==> config.mk <==
export PLATFORM = sky130hd
export DESIGN_NAME = retire_unit
export DESIGN_NICKNAME = d
export VERILOG_FILES = /design/src/rtl/retire_unit_pkg.sv /design/src/rtl/retire_unit_select.sv /design/src/rtl/retire_unit.sv
export SDC_FILE = /design/constraint.sdc
export NUM_CORES = 2
export LEC_CHECK = 0
export BUFFER_PORTS_ARGS = -buffer_cell sky130_fd_sc_hd__buf_2
export CAP_MARGIN = 20
export CORE_UTILIZATION = 30
export DETAILED_ROUTE_END_ITERATION = 10
export HOLD_SLACK_MARGIN = 0.05
export PLACE_DENSITY = 0.52
export SLEW_MARGIN = 0
export SYNTH_ARGS = -nofsm -noshare
export SYNTH_HDL_FRONTEND = slang
export SYNTH_SLANG_ARGS = --single-unit
==> constraint.sdc <==
create_clock -name clk -period 9.9 [get_ports clk]
set_input_delay 2.475 -clock clk [delete_from_list [all_inputs] [get_ports clk]]
set_output_delay 2.475 -clock clk [all_outputs]
set_load 0.02 [all_outputs]
==> src/rtl/retire_unit_pkg.sv <==
// Shared widths, entry layout and MSB-lane-first bus slicing helpers
// for the retirement buffer and the register file.
package retire_unit_pkg;
  localparam int DEPTH  = 16;
  localparam int LANES  = 4;
  localparam int DATA_W = 16;
  localparam int REG_W  = 4;
  localparam int TAG_W  = 4;
  localparam int CNT_W  = 5;

  typedef logic [TAG_W-1:0]  tag_t;
  typedef logic [REG_W-1:0]  reg_t;
  typedef logic [DATA_W-1:0] data_t;
  typedef logic [CNT_W-1:0]  cnt_t;

  // Lane 0 lives in the most-significant slice.
  function automatic tag_t tag_lane(
    input logic [LANES*TAG_W-1:0] f,
    input int k
  );
    return f[TAG_W*(LANES-1-k) +: TAG_W];
  endfunction

  function automatic reg_t reg_lane(
    input logic [LANES*REG_W-1:0] f,
    input int k
  );
    return f[REG_W*(LANES-1-k) +: REG_W];
  endfunction

  function automatic data_t data_lane(
    input logic [LANES*DATA_W-1:0] f,
    input int k
  );
    return f[DATA_W*(LANES-1-k) +: DATA_W];
  endfunction
endpackage

==> src/rtl/retire_unit_select.sv <==
// Counts the run of valid+done entries from head (at most LANES)
// and produces the wrapped indices of the retire lanes.
module retire_select
  import retire_unit_pkg::*;
(
  input  logic [TAG_W-1:0]            head,
  input  logic [DEPTH-1:0]            valid,
  input  logic [DEPTH-1:0]            done,
  output logic [2:0]                  count,
  output logic [LANES-1:0][TAG_W-1:0] idx
);
  logic run;

  always_comb begin
    count = '0;
    run   = 1'b1;
    idx   = '0;
    for (int i = 0; i < LANES; i++) begin
      idx[i] = head + tag_t'(i);
      if (run && valid[idx[i]] && done[idx[i]])
        count = count + 3'd1;
      else
        run = 1'b0;
    end
  end
endmodule

==> src/rtl/retire_unit.sv <==
// In-order reorder buffer: tag allocation, CDB capture and up to
// four in-order retirements per cycle onto a registered write bundle.
module retire_unit
  import retire_unit_pkg::*;
(
  input  logic                    clk,
  input  logic                    rst_n,
  input  logic                    flush,
  input  logic [LANES-1:0]        dispatch_valid_flat,
  input  logic [LANES-1:0]        dispatch_has_dest_flat,
  input  logic [LANES*REG_W-1:0]  dispatch_target_reg_flat,
  output logic                    dispatch_ready,
  output logic [LANES*TAG_W-1:0]  alloc_tag_flat,
  input  logic [LANES-1:0]        cdb_valid_flat,
  input  logic [LANES*TAG_W-1:0]  cdb_tag_flat,
  input  logic [LANES*DATA_W-1:0] cdb_value_flat,
  output logic [LANES-1:0]        retirement_write_data_enable_flat,
  output logic [LANES*REG_W-1:0]  retirement_target_reg_flat,
  output logic [LANES*DATA_W-1:0] retirement_write_data_flat,
  output logic [LANES*TAG_W-1:0]  instruction_writer_flat,
  output logic [2:0]              retire_count,
  output logic                    empty,
  output logic                    full
);
  logic [DEPTH-1:0] valid_q;
  logic [DEPTH-1:0] done_q;
  logic [DEPTH-1:0] has_dest_q;
  reg_t             target_q [DEPTH];
  data_t            value_q  [DEPTH];
  tag_t             head_q;
  tag_t             tail_q;
  cnt_t             count_q;

  logic [2:0]                  ret_k;
  logic [LANES-1:0][TAG_W-1:0] ret_idx;
  tag_t [LANES-1:0]            lane_tag;
  logic [2:0]                  disp_n;
  logic [2:0]                  disp_acc;

  logic [LANES-1:0]        ret_en;
  logic [LANES*REG_W-1:0]  ret_tgt;
  logic [LANES*DATA_W-1:0] ret_data;
  logic [LANES*TAG_W-1:0]  ret_wr;

  retire_select u_select (
    .head  (head_q),
    .valid (valid_q),
    .done  (done_q),
    .count (ret_k),
    .idx   (ret_idx)
  );

  assign dispatch_ready = count_q <= cnt_t'(DEPTH - LANES);
  assign empty          = count_q == '0;
  assign full           = count_q == cnt_t'(DEPTH);

  always_comb begin
    disp_n         = '0;
    lane_tag       = '0;
    alloc_tag_flat = '0;
    for (int k = 0; k < LANES; k++) begin
      lane_tag[k] = tail_q + tag_t'(disp_n);
      alloc_tag_flat[TAG_W*(LANES-1-k) +: TAG_W] = lane_tag[k];
      if (dispatch_valid_flat[LANES-1-k])
        disp_n = disp_n + 3'd1;
    end
    disp_acc = dispatch_ready ? disp_n : 3'd0;
  end

  always_comb begin
    ret_en   = '0;
    ret_tgt  = '0;
    ret_data = '0;
    ret_wr   = '0;
    for (int i = 0; i < LANES; i++) begin
      if (3'(i) < ret_k) begin
        ret_en[LANES-1-i] = has_dest_q[ret_idx[i]];
        ret_tgt[REG_W*(LANES-1-i) +: REG_W] =
          target_q[ret_idx[i]];
        ret_data[DATA_W*(LANES-1-i) +: DATA_W] =
          value_q[ret_idx[i]];
        ret_wr[TAG_W*(LANES-1-i) +: TAG_W] = ret_idx[i];
      end
    end
  end

  always_ff @(posedge clk) begin
    if (!rst_n || flush) begin
      valid_q      <= '0;
      done_q       <= '0;
      head_q       <= '0;
      tail_q       <= '0;
      count_q      <= '0;
      retire_count <= '0;
      retirement_write_data_enable_flat <= '0;
      retirement_target_reg_flat        <= '0;
      retirement_write_data_flat        <= '0;
      instruction_writer_flat           <= '0;
    end else begin
      // Ascending lane order: the highest duplicate lane lands last.
      for (int c = 0; c < LANES; c++) begin
        if (cdb_valid_flat[LANES-1-c] &&
            valid_q[tag_lane(cdb_tag_flat, c)]) begin
          done_q[tag_lane(cdb_tag_flat, c)]  <= 1'b1;
          value_q[tag_lane(cdb_tag_flat, c)] <=
            data_lane(cdb_value_flat, c);
        end
      end
      for (int i = 0; i < LANES; i++) begin
        if (3'(i) < ret_k) begin
          valid_q[ret_idx[i]] <= 1'b0;
          done_q[ret_idx[i]]  <= 1'b0;
        end
      end
      for (int k = 0; k < LANES; k++) begin
        if (dispatch_ready && dispatch_valid_flat[LANES-1-k]) begin
          valid_q[lane_tag[k]]    <= 1'b1;
          done_q[lane_tag[k]]     <= 1'b0;
          has_dest_q[lane_tag[k]] <=
            dispatch_has_dest_flat[LANES-1-k];
          target_q[lane_tag[k]]   <=
            reg_lane(dispatch_target_reg_flat, k);
        end
      end
      head_q       <= head_q + tag_t'(ret_k);
      tail_q       <= tail_q + tag_t'(disp_acc);
      count_q      <= count_q + cnt_t'(disp_acc) - cnt_t'(ret_k);
      retire_count <= ret_k;
      retirement_write_data_enable_flat <= ret_en;
      retirement_target_reg_flat        <= ret_tgt;
      retirement_write_data_flat        <= ret_data;
      instruction_writer_flat           <= ret_wr;
    end
  end
endmodule

* Word level (Yosys, flattened, before mapping)
Memories as Yosys holds them, arrays and structs flattened. A register that Yosys moved wholly into a read port is not among the register bits.
Cells that the tools add are included.
Widths: inputs -> output; s select.
** Storage, ports and cells
- Register bits after elaboration :: 84
- RAM bits :: 320
- Input bits :: 111
- Output and inout bits :: 122
- Word-level logic and storage cells :: 270
- Memories :: 2
** Operators by class
- Add/subtract/negate cells :: 16
- Magnitude comparators :: 29
- Equal/unequal tests :: 1
- Muxes and demuxes :: 141
- Bitwise operators :: 32
- Reductions and logical operators :: 34
** Memory list
- value_q :: depth 16, bits a word 16, rd ports 4, clocked after memory_dff 4, wr ports 4, line retire_unit.sv:29 : data_t value_q [DEPTH];
- target_q :: depth 16, bits a word 4, rd ports 4, clocked after memory_dff 4, wr ports 4, line retire_unit.sv:28 : reg_t target_q [DEPTH];
** Operators by type and width (number)
- $mux 16 :: 45
- $and 16x16->16 :: 12
- $not 16->16 :: 8
- $or 16x16->16 :: 8
- $bmux 1 s4 :: 16
- $bwmux 16 :: 4
- $lt 4x5->1 const B :: 12
- $mux 1 :: 57
- $demux 1 s4 :: 12
- $ge 4x1->1 const B :: 12
- $logic_and 1x1->1 :: 27
- $mux 3 :: 7
- $add 4x3->4 :: 5
- $add 3x1->3 const B :: 6
- $add 4x2->4 const B :: 2
- $reduce_or 2->1 :: 4
- $lt 1x3->1 const A :: 2
- $lt 2x3->1 const A :: 2
- $add 5x3->5 :: 1
- $eq 5x5->1 const B :: 1
- $le 5x4->1 const B :: 1
- $logic_not 5->1 :: 1
- $sub 5x3->5 :: 1
- $add 4x1->4 const B :: 1
- 3 further kinds :: 6

* Logic depth before layout (Yosys ltp)
- Depth in word-level cells :: 39
- Depth in mapped cells :: 27
- Mapped depth without buffers :: 22

* Cells and area by module
From an unflattened synthesis, not the netlist that was laid out.
** Second synthesis, totals
- Cell total of the unflattened synthesis :: 3707
- Area total of the unflattened synthesis :: 40406.3 um2
** Modules (own cells, without submodules)
- retire_unit :: times used 1, cells an instance 3610, area each 39510.4 um2
- retire_select :: times used 1, cells an instance 97, area each 895.9 um2

* Least setup slack after synthesis
Ideal clock, no wire load.
- Path kind :: input to output
- Start :: input port dispatch_valid_flat[2]
- End :: output port alloc_tag_flat[2]
- Arrival time :: 4123 ps
- Required time :: 7425 ps
- Slack :: 3302 ps
- Stages on the path :: 7
- Buffers on the path :: 0
- Cells stage by stage :: inv_1 -> ha_1 -> xor2_1 -> ha_1 -> fa_1 -> xnor2_1 -> inv_1
** Between the ends
- Word-level cells in the longest chain between the ends :: 4
** RTL lines
- start, declared :: line retire_unit.sv:9 : input logic [LANES-1:0] dispatch_valid_flat,
- $mux 3 (*) :: line retire_unit.sv:64 : if (dispatch_valid_flat[LANES-1-k])
- $add 3x1->3 :: line retire_unit.sv:65 : disp_n = disp_n + 3'd1;
- $mux 3 (*) :: line retire_unit.sv:64
- $add 4x3->4 (*) :: line retire_unit.sv:62 : lane_tag[k] = tail_q + tag_t'(disp_n);
- end, declared :: line retire_unit.sv:13 : output logic [LANES*TAG_W-1:0] alloc_tag_flat,
Every way passes the cells marked *; elsewhere a longest branch is shown, timed or not.

==> results.md <==
* Status: completed
* Synth area leader: edfxtp_1
* Leak pwr at 16.79 nW
* CTS Hold Bufs at 0
* Post-synthesis instance total at 4015
* Period minus WS final at 7512 ps
* Critical path fanouts, max at 60
* Later-pin clock latency in the skew report at 710 ps
* First-pass GRT wire length at 244.2 mm
* Pin count of the biggest net entering global routing at 147
* Vias in the first global route at 31120
* Drt wl/cell at 30.10 µm
* Most instantiated library cell after synthesis: nand2_1
* Mapped Nets at 4168
* Post-route setup slack at 2388 ps
* Final Hold Violating Endpoints at 0
* Most used flip-flop cell after synthesis: edfxtp_1
* Crit path kind: reg2reg
* HP Class: reg2reg
* Minimum hold slack at 552.7 ps
* CP Data Arrival Time at 8020 ps
* Post-synth ARST share at 0%
* Crit path required time at 10410 ps
* Worst slew margin at 22.13%
* Drc violations at 0
* Die Height at 364.8 µm
* Syn Area/Cell at 9.832 µm²
* Layout fillers at 13160
* Setup Skew at 49.79 ps
* Top post-synthesis cells by count: nand2_1, o21ai_0, mux2i_1
* Vias per cell at 5.940
* Clk slew on worst S/H paths at 60 ps
* Post-CTS Setup Inserts at 0
* Area share of the largest cell type after synthesis at 25.56%
* Die area at 133000 µm²
* Clk sinks at 484
* Worst Path Buf+Inv at 4
* Crit-path slowest cell: a21boi_4
* GRT Total Usage at 25.59%
* CP Cell Sequence: inv_1 > ha_4 > mux4_2 > nor2_1 > ha_1 > inv_1 > a21o_1 > nor3_4 > xnor2_1 > ha_1 > inv_1 > nor3_1 > o211ai_1 > buf_4 > o21a_2 > a21boi_4 > nor2b_1
* Post-Syn Area at 39480 µm²
* Hpwl dp at 128.3 mm
* Seq/Total Area, Yosys at 33.06%
* Core Util, Final at 33.82%
* Slew @ Worst Pin at 1152 ps
* Via count at 34330
* Warnings, synthesis at 0
* CTS resizes at 0
* Net count, final at 4132
* DR pass1 iterations at 8
* Final setup fails at 0
* Initial Utilization at 30.37%
* RSZ-0062 raised after global routing: false
* Top post-synthesis cells by area: edfxtp_1, mux4_2, mux2i_1
* CP max stage delay at 970 ps
* Design area at 43960 µm²
* Core Rows at 132
* DRT iter0 DRCs at 4907
* Cell Pwr Density at 119.2 nW/µm²
* Die Wd at 364.8 µm
* Root Buffer: clkbuf_16
* CTS tree: done
* I/O pins at 233
* CTS H-Tree Depth at 2
* Peak VDD IR at 0.0001278 V
* Crit-path most repeated cell: inv_1
* Setup WS pre-CTS at 2424 ps
* Critical Path End Type: flip-flop
* Max clock buf depth at 3
* Port bufs at 232
* Fin crit share at 75.88%
* Area Growth Syn to Fin at 11.36%
* Core Region at 130000 µm²
* Hold Crit Depth at 1
* Total congestion overflow at 0
* Dpl cell area at 42020 µm²
* Num CTS Buffers at 57
* GP Congestion at 0.9678
* Crit-path leading delay family: compound AO/OA/AOI/OAI gates
* Antenna Nets Post-Route at 0
* Final Max Tran Viols at 0
* Crit path launch type: flip-flop
* Netlist cell types at 83
* Crit path depth at 17
* Post-synth EDFFs at 336
* Initial antenna violation count at 44
* Final TNS setup at 0 ps
* Routed WL at 174.0 mm
* Cells on worst reg2reg path at 17
* FF+latch count, synth at 484
* Fmax at 133.1 MHz
* Share of layout cells above drive strength 1 at 22.30%
* Max_cap viols at 0
## flip-flops by register name (all words and copies together) (netlist names)
| register | flops |
|---|---|
| value_q | 256 |
| retire_count | 3 |
| instruction_writer_flat | 16 |
| has_dest_q | 16 |
| retirement_write_data_enable_flat | 4 |
| done_q | 16 |
| valid_q | 16 |
| target_q | 64 |
| count_q | 5 |
| retirement_write_data_flat | 64 |
| retirement_target_reg_flat | 16 |
| tail_q | 4 |
| head_q | 4 |
## kinds of logic (layout without fill, tap and decap cells)
group / count (synthesis) / count (layout) / synth area share [%]
compound gates: 878 / 878 / 13.00
simple gates: 1282 / 1282 / 14.34
xor+xnor: 27 / 27 / 0.6371
flops: 484 / 484 / 33.06
mux: 852 / 852 / 32.91
other cells: 0 / 10 / 0
buf+inv: 450 / 462 / 4.580
fa+ha+maj: 42 / 42 / 1.464
## per-layer routing
| metal | wire, µm | vias to the layer above | global-route usage [%] |
|---|---|---|---|
| met4 | 5466 | 46 | 7.209 |
| li1 | - | 15020 | - |
| met5 | 294 | - | 0 |
| met1 | 73500 | 16960 | 35.96 |
| met2 | 74420 | 2010 | 37.75 |
| met3 | 20280 | 294 | 7.595 |
## through the flow
step | power [mW] | std cells
finish | 5.238 | 5779
global route | 5.395 | 5777
CTS | 5.234 | 5768
detailed placement | 3.061 | 5661
global placement | 3.058 | 5661
floorplan | 2.766 | 4015
## cells in the final DEF, fill, tap and decap left out, types with 119 or more instances in the layout
cell / synthesis / final
a211oi_1: 119 / 119
buf_2: 25 / 232
dfxtp_1: 148 / 145
edfxtp_1: 336 / 336
mux2i_1: 434 / 434
mux4_2: 350 / 350
nand2_1: 707 / 707
nor2_1: 243 / 218
o21ai_0: 501 / 501
## where the power goes
| group | switching [mW] | total [mW] | internal, mW |
|---|---|---|---|
| Clock | 1.00 | 2.20 | 1.20 |
| Combinational | 0.522 | 0.784 | 0.263 |
| Sequential | 0.0575 | 2.26 | 2.20 |
## worst paths after layout
| kind | slack [ps] | from | endpoint |
|---|---|---|---|
| worst min-delay path | 550 | done_q[7]$_SDFF_PP0_ | done_q[7]$_SDFF_PP0_ |
| worst min register to register | 550 | done_q[7]$_SDFF_PP0_ | done_q[7]$_SDFF_PP0_ |
| worst max register to register | 2390 | head_q[0]$_SDFF_PP0_ | retirement_write_data_flat[53]$_SDFF_PP0_ |
| worst max-delay path | 2390 | head_q[0]$_SDFF_PP0_ | retirement_write_data_flat[53]$_SDFF_PP0_ |
## worst register-to-register path, stage by stage (launching register included)
cell	delay, ps
dfxtp_4	960
inv_1	790
ha_4	790
mux4_2	560
nor2_1	160
ha_1	170
inv_1	50
a21o_1	230
nor3_4	480
xnor2_1	130
ha_1	250
inv_1	120
nor3_1	80
o211ai_1	160
buf_4	420
o21a_2	860
a21boi_4	980
nor2b_1	130
## final cells by class
cell class,count,area (µm²),share of cell area [%]
Multi-Input combinational cell,3081,24870,56.58
Clock buffer,69,1565,3.561
Antenna cell,10,25.02,0.05692
Inverter,52,196.4,0.4469
Timing Repair Buffer,303,1719,3.911
Clock inverter,38,341.6,0.7770
Tap cell,1742,2180,4.958
Sequential cell,484,13060,29.71
Note: power is estimated with default switching activity, not from simulation.
